## src/rtl/rca_4stage_pl_if.sv

```systemverilog
// Operand/result bundle for the 4-stage pipelined ripple-carry adder.
// The ovf signal exists only when RCA_4STAGE_PL_OVF_EN is defined.
interface rca_4stage_pl_if;
  logic       in_valid;
  logic [3:0] a;
  logic [3:0] b;
  logic       cin;
  logic [3:0] s;
  logic       c_out;
`ifdef RCA_4STAGE_PL_OVF_EN
  logic       ovf;
`endif
  logic       out_valid;

`ifdef RCA_4STAGE_PL_OVF_EN
  modport master (output in_valid, a, b, cin, input s, c_out, ovf, out_valid);
  modport slave  (input in_valid, a, b, cin, output s, c_out, ovf, out_valid);
`else
  modport master (output in_valid, a, b, cin, input s, c_out, out_valid);
  modport slave  (input in_valid, a, b, cin, output s, c_out, out_valid);
`endif
endinterface

```

## src/rtl/rca_4stage_pl.sv

```systemverilog
// 4-bit ripple-carry adder, one sum bit per pipeline stage, latency 4, 1/clk.
// Optional macro RCA_4STAGE_PL_OVF_EN adds a registered signed-overflow flag.
module rca_stage (
  input  logic clock,
  input  logic reset,
  input  logic a_bit,
  input  logic b_bit,
  input  logic c_in,
  output logic s_q,
  output logic c_q
);
  always_ff @(posedge clock) begin
    if (reset) begin
      s_q <= 1'b0;
      c_q <= 1'b0;
    end else begin
      s_q <= a_bit ^ b_bit ^ c_in;
      c_q <= (a_bit & b_bit) | (c_in & (a_bit ^ b_bit));
    end
  end
endmodule

module rca_4stage_pl (
  input logic            clock,
  input logic            reset,
  rca_4stage_pl_if.slave bus
);
  localparam int STAGES = 4;

  logic [STAGES-1:0] a_sk, b_sk;   // operand bits aligned to their stage
  logic [STAGES-1:0] c_chain;
  logic [STAGES-1:0] s_bit, c_bit;
  logic [STAGES-1:0] s_out;
  logic [STAGES:0]   vld_pipe;

  assign a_sk[0]    = bus.a[0];
  assign b_sk[0]    = bus.b[0];
  assign c_chain[0] = bus.cin;

  // Bit k waits k cycles so it meets the carry produced from the same operand set
  for (genvar k = 1; k < STAGES; k++) begin : g_skew
    logic [k-1:0] a_sr, b_sr;
    always_ff @(posedge clock) begin
      if (reset) begin
        a_sr <= '0;
        b_sr <= '0;
      end else begin
        a_sr[0] <= bus.a[k];
        b_sr[0] <= bus.b[k];
        for (int j = 1; j < k; j++) begin
          a_sr[j] <= a_sr[j-1];
          b_sr[j] <= b_sr[j-1];
        end
      end
    end
    assign a_sk[k]    = a_sr[k-1];
    assign b_sk[k]    = b_sr[k-1];
    assign c_chain[k] = c_bit[k-1];
  end

  rca_stage u_stage [STAGES-1:0] (
    .clock (clock),
    .reset (reset),
    .a_bit (a_sk),
    .b_bit (b_sk),
    .c_in  (c_chain),
    .s_q   (s_bit),
    .c_q   (c_bit)
  );

  // Early sum bits are held back so the whole word leaves with bit 3
  for (genvar k = 0; k < STAGES-1; k++) begin : g_deskew
    localparam int D = STAGES-1-k;
    logic [D-1:0] d_sr;
    always_ff @(posedge clock) begin
      if (reset) begin
        d_sr <= '0;
      end else begin
        d_sr[0] <= s_bit[k];
        for (int j = 1; j < D; j++) d_sr[j] <= d_sr[j-1];
      end
    end
    assign s_out[k] = d_sr[D-1];
  end
  assign s_out[STAGES-1] = s_bit[STAGES-1];

  assign vld_pipe[0] = bus.in_valid;
  always_ff @(posedge clock) begin
    if (reset) vld_pipe[STAGES:1] <= '0;
    else       vld_pipe[STAGES:1] <= vld_pipe[STAGES-1:0];
  end

`ifdef RCA_4STAGE_PL_OVF_EN
  // Signed overflow: carry into the MSB differs from carry out of it
  logic ovf_q;
  always_ff @(posedge clock) begin
    if (reset) ovf_q <= 1'b0;
    else       ovf_q <= c_chain[STAGES-1] ^
                        ((a_sk[STAGES-1] & b_sk[STAGES-1]) |
                         (c_chain[STAGES-1] & (a_sk[STAGES-1] ^ b_sk[STAGES-1])));
  end
  assign bus.ovf = ovf_q;
`endif

  assign bus.s         = s_out;
  assign bus.c_out     = c_bit[STAGES-1];
  assign bus.out_valid = vld_pipe[STAGES];
endmodule

```

## src/flat_wrapper.sv

```systemverilog
// flat-port wrapper written by rule: the top's interface ports become plain ports
module rca_4stage_pl_flat 
  (clock, reset, bus_in_valid, bus_a, bus_b, bus_cin, bus_s, bus_c_out, bus_out_valid);
  rca_4stage_pl_if bus_i ();
  input logic clock;
  input logic reset;
  input wire logic [$bits(bus_i.in_valid)-1:0] bus_in_valid;
  input wire logic [$bits(bus_i.a)-1:0] bus_a;
  input wire logic [$bits(bus_i.b)-1:0] bus_b;
  input wire logic [$bits(bus_i.cin)-1:0] bus_cin;
  output wire logic [$bits(bus_i.s)-1:0] bus_s;
  output wire logic [$bits(bus_i.c_out)-1:0] bus_c_out;
  output wire logic [$bits(bus_i.out_valid)-1:0] bus_out_valid;
  assign bus_i.in_valid = bus_in_valid;
  assign bus_i.a = bus_a;
  assign bus_i.b = bus_b;
  assign bus_i.cin = bus_cin;
  assign bus_s = bus_i.s;
  assign bus_c_out = bus_i.c_out;
  assign bus_out_valid = bus_i.out_valid;
  rca_4stage_pl u_core (.clock(clock), .reset(reset), .bus(bus_i));
endmodule
```

## config.mk

```make
export PLATFORM = sky130hd
export DESIGN_NAME = rca_4stage_pl_flat
export DESIGN_NICKNAME = d
export VERILOG_FILES = /design/src/rtl/rca_4stage_pl_if.sv /design/src/rtl/rca_4stage_pl.sv /design/src/flat_wrapper.sv
export SDC_FILE = /design/constraint.sdc
export NUM_CORES = 1
export LEC_CHECK = 0
export CORE_ASPECT_RATIO = 0.8
export CORE_MARGIN = 3
export CORE_UTILIZATION = 49
export CTS_CLUSTER_DIAMETER = 80
export DETAILED_ROUTE_END_ITERATION = 7
export GPL_ROUTABILITY_DRIVEN = 0
export PLACE_DENSITY = 0.78
export SYNTH_ARGS = -nofsm -noshare
export SYNTH_HDL_FRONTEND = slang
export SYNTH_SLANG_ARGS = --single-unit
```

## constraint.sdc

```tcl
create_clock -name clock -period 1.32 [get_ports clock]
set_clock_uncertainty 0.1 [all_clocks]
set_input_delay 0.33 -clock clock [delete_from_list [all_inputs] [get_ports clock]]
set_output_delay 0.33 -clock clock [all_outputs]
set_load 0.02 [all_outputs]
```

==> results.yml <==
run_status:
  outcome: "completed"
yosys:
  ys.flop_type: "dfxtp_1"
  yosys.area.top_type: "dfxtp_1"
  ys_top_cells_by_count: "dfxtp_1 (30), nor2b_2 (24), nor2b_1 (6), buf_4 (4), fa_1 (4)"
  synth_area_sq_um: 992
  ys_types: 6
  seq_area_frac_synth_pct: 60.5
  syn_inst: 71
  async_reset_ff_share_pct: 0
  synth_area_leaders: "dfxtp_1 (61%), nor2b_2 (21%), fa_1 (8.1%)"
  synth.most_common_cell: "dfxtp_1"
  syn_area_per_cell_sq_um: 14.0
  netlist.area_leader.share_pct: 60.5
  ys_seq_elements: 30
  yosysWarningCount: 0
  synth_edf_count: 0
  syn-num-nets: 87
place:
  dp.cells: 105
  io_buffers: 17
worst_setup_path:
  critPathMaxFanout: 1
  worstPathArrival_ns: 1.35
  setup.worst_path.class: "input pin to flop"
  startpoint_type: "input pin"
  crit_path_end_kind: "flop"
  cp.required_ns: 1.43
pwr:
  cellPowerDensity_mw_per_mm2: 1440
  p_total_uw: 1730
  p_leak_uw: 0.000499
  peakVddDrop_v: 0.000963
die:
  die_h_um: 46.3
  die_w_um: 56.3
  initial_core_util_pct: 56.5
  num_io_pins: 18
  die_area_sq_mm: 0.00260
  rows: 13
  core_area_sq_mm: 0.00176
finish:
  fillers: 150
  nets: 106
  drive_above_1_share_pct: 44.0
  layoutNonFillerInstCount: 113
  synthToLayoutAreaGrowth_pct: 21.2
  insertedDiodeCount: 0
global_routing:
  grt_use_met3_pct: 5.32
  grt_pass1_vias: 543
  grt_antenna_before_repair: 0
  grtUsageMet1_pct: 9.74
  grt_first_pass_wirelength_um: 2040
  grt.total_usage_pct: 11.5
  gr-max-usage-layer: "met2"
  grt_max_degree: 21
  use_met2_pct: 19.6
  gr-total-overflow: 0
detailed_routing:
  wire_per_inst_um: 10.0
  drt-initial-drc-count: 4
  dr_total_vias: 491
  dr.pass1.iters: 2
  drt_wl_total_um: 1130
  ant_nets: 0
  drt-vias-per-instance: 4.35
  route.detailed.drc: 0
timing:
  rsz0062_at_grt: "no"
  hold_ws_ns: 0.342
  maxSlewViolCount: 0
  fmax_mhz: 807
  min_period_over_period_pct: 93.9
  slew_headroom_pct: 90.2
  fin_crit_ns: 1.24
  hold_viol: 0
  setup_violations: 0
  worstMarginPinSlew_ns: 0.147
min_path:
  hold_class: "flop to flop"
clocking:
  clock_latency_ns: 0.31
  cts_buffers: 5
  htree_num_levels: 2
  hold_buffers: 0
  cts_sinks: 30
  cts_root_buffer: "clkbuf_4"
  tritoncts: "yes"
  clk_pin_slew_ns: 0.08
  cts_resized: 24
  clockBufferDepth: 2
  post_cts_buffers: 0
run:
  max-cap-violations: 0
==> power breakdown <==
| part | total (uW) | switching (uW) | internal (uW) |
|---|---|---|---|
| registers | 959 | 11.7 | 947 |
| logic | 121 | 43.9 | 77.6 |
| clock network | 649 | 285 | 364 |
==> final cells by class <==
| class | instances | area [sq um] | area share, % |
|---|---|---|---|
| multi-input cells | 34 | 328 | 27.3 |
| well taps | 22 | 27.5 | 2.29 |
| repair buffers | 19 | 168 | 13.9 |
| clock buffers | 8 | 78.8 | 6.56 |
| flip-flops and latches | 30 | 601 | 49.9 |
==> per-stage QoR <==
stage / area, sq um / setup TNS (ns) / utilization [%] / worst slack (ns)
floorplan: 992 / 0 / - / 0.208
global route: 1200 / 0 / 68.4 / 0.0427
CTS: 1200 / 0 / 68.4 / 0.0870
global placement: 1150 / -0.699 / 65.7 / -0.243
finish: 1200 / 0 / 68.4 / 0.0805
detailed placement: 1150 / -1.08 / 65.7 / -0.280
==> routing by layer <==
| metal | up-vias | share of wire, % |
|---|---|---|
| met4 | 0 | 2.4 |
| met1 | 223 | 42 |
| met5 | - | 0 |
| li1 | 245 | - |
| met2 | 20 | 45 |
| met3 | 3 | 11 |
==> flip-flops by register name (all words and copies together), names as in the netlist <==
name,count
u_core.g_skew.b_sr,6
u_core.g_skew.a_sr,6
u_core.bus.out_valid,1
u_core.u_stage.s_q,4
u_core.vld_pipe,3
u_core.g_deskew.d_sr,6
u_core.u_stage.c_q,4
==> worst max-delay path: stages <==
cell,delay [ns]
clkdlybuf4s50_1,0.43
fa_1,0.46
nor2b_1,0.13
==> placed cells by master (no fill, tap or decap) <==
master | synthesis | layout
buf_12 | 0 | 1
buf_2 | 0 | 6
buf_4 | 4 | 1
clkbuf_4 | 0 | 5
clkbuf_8 | 0 | 3
clkdlybuf4s50_1 | 0 | 11
dfxtp_1 | 30 | 30
fa_1 | 4 | 4
nor2b_1 | 6 | 6
nor2b_2 | 24 | 24
==> logic make-up after synthesis <==
kind of cell / count (synthesis) / share of synthesized area (%)
buffers and inverters: 7 / 6.43
AND/OR/NAND/NOR: 30 / 25.0
adder cells (fa/ha/maj): 4 / 8.07
flip-flops: 30 / 60.5
==> worst paths after layout <==
kind	from	endpoint	slack, ns	depth (start not counted)
hold reg to reg	u_core.g_skew[3].b_sr[0]	u_core.g_skew[3].b_sr[1]	0.34	1
setup reg to reg	u_core.g_skew[3].a_sr[2]	u_core.u_stage[3].s_q	0.18	2
setup / recovery	bus_cin	u_core.u_stage[0].s_q	0.08	3
hold / removal	u_core.g_skew[3].b_sr[0]	u_core.g_skew[3].b_sr[1]	0.34	1
Power figures use the tool's default switching activity.
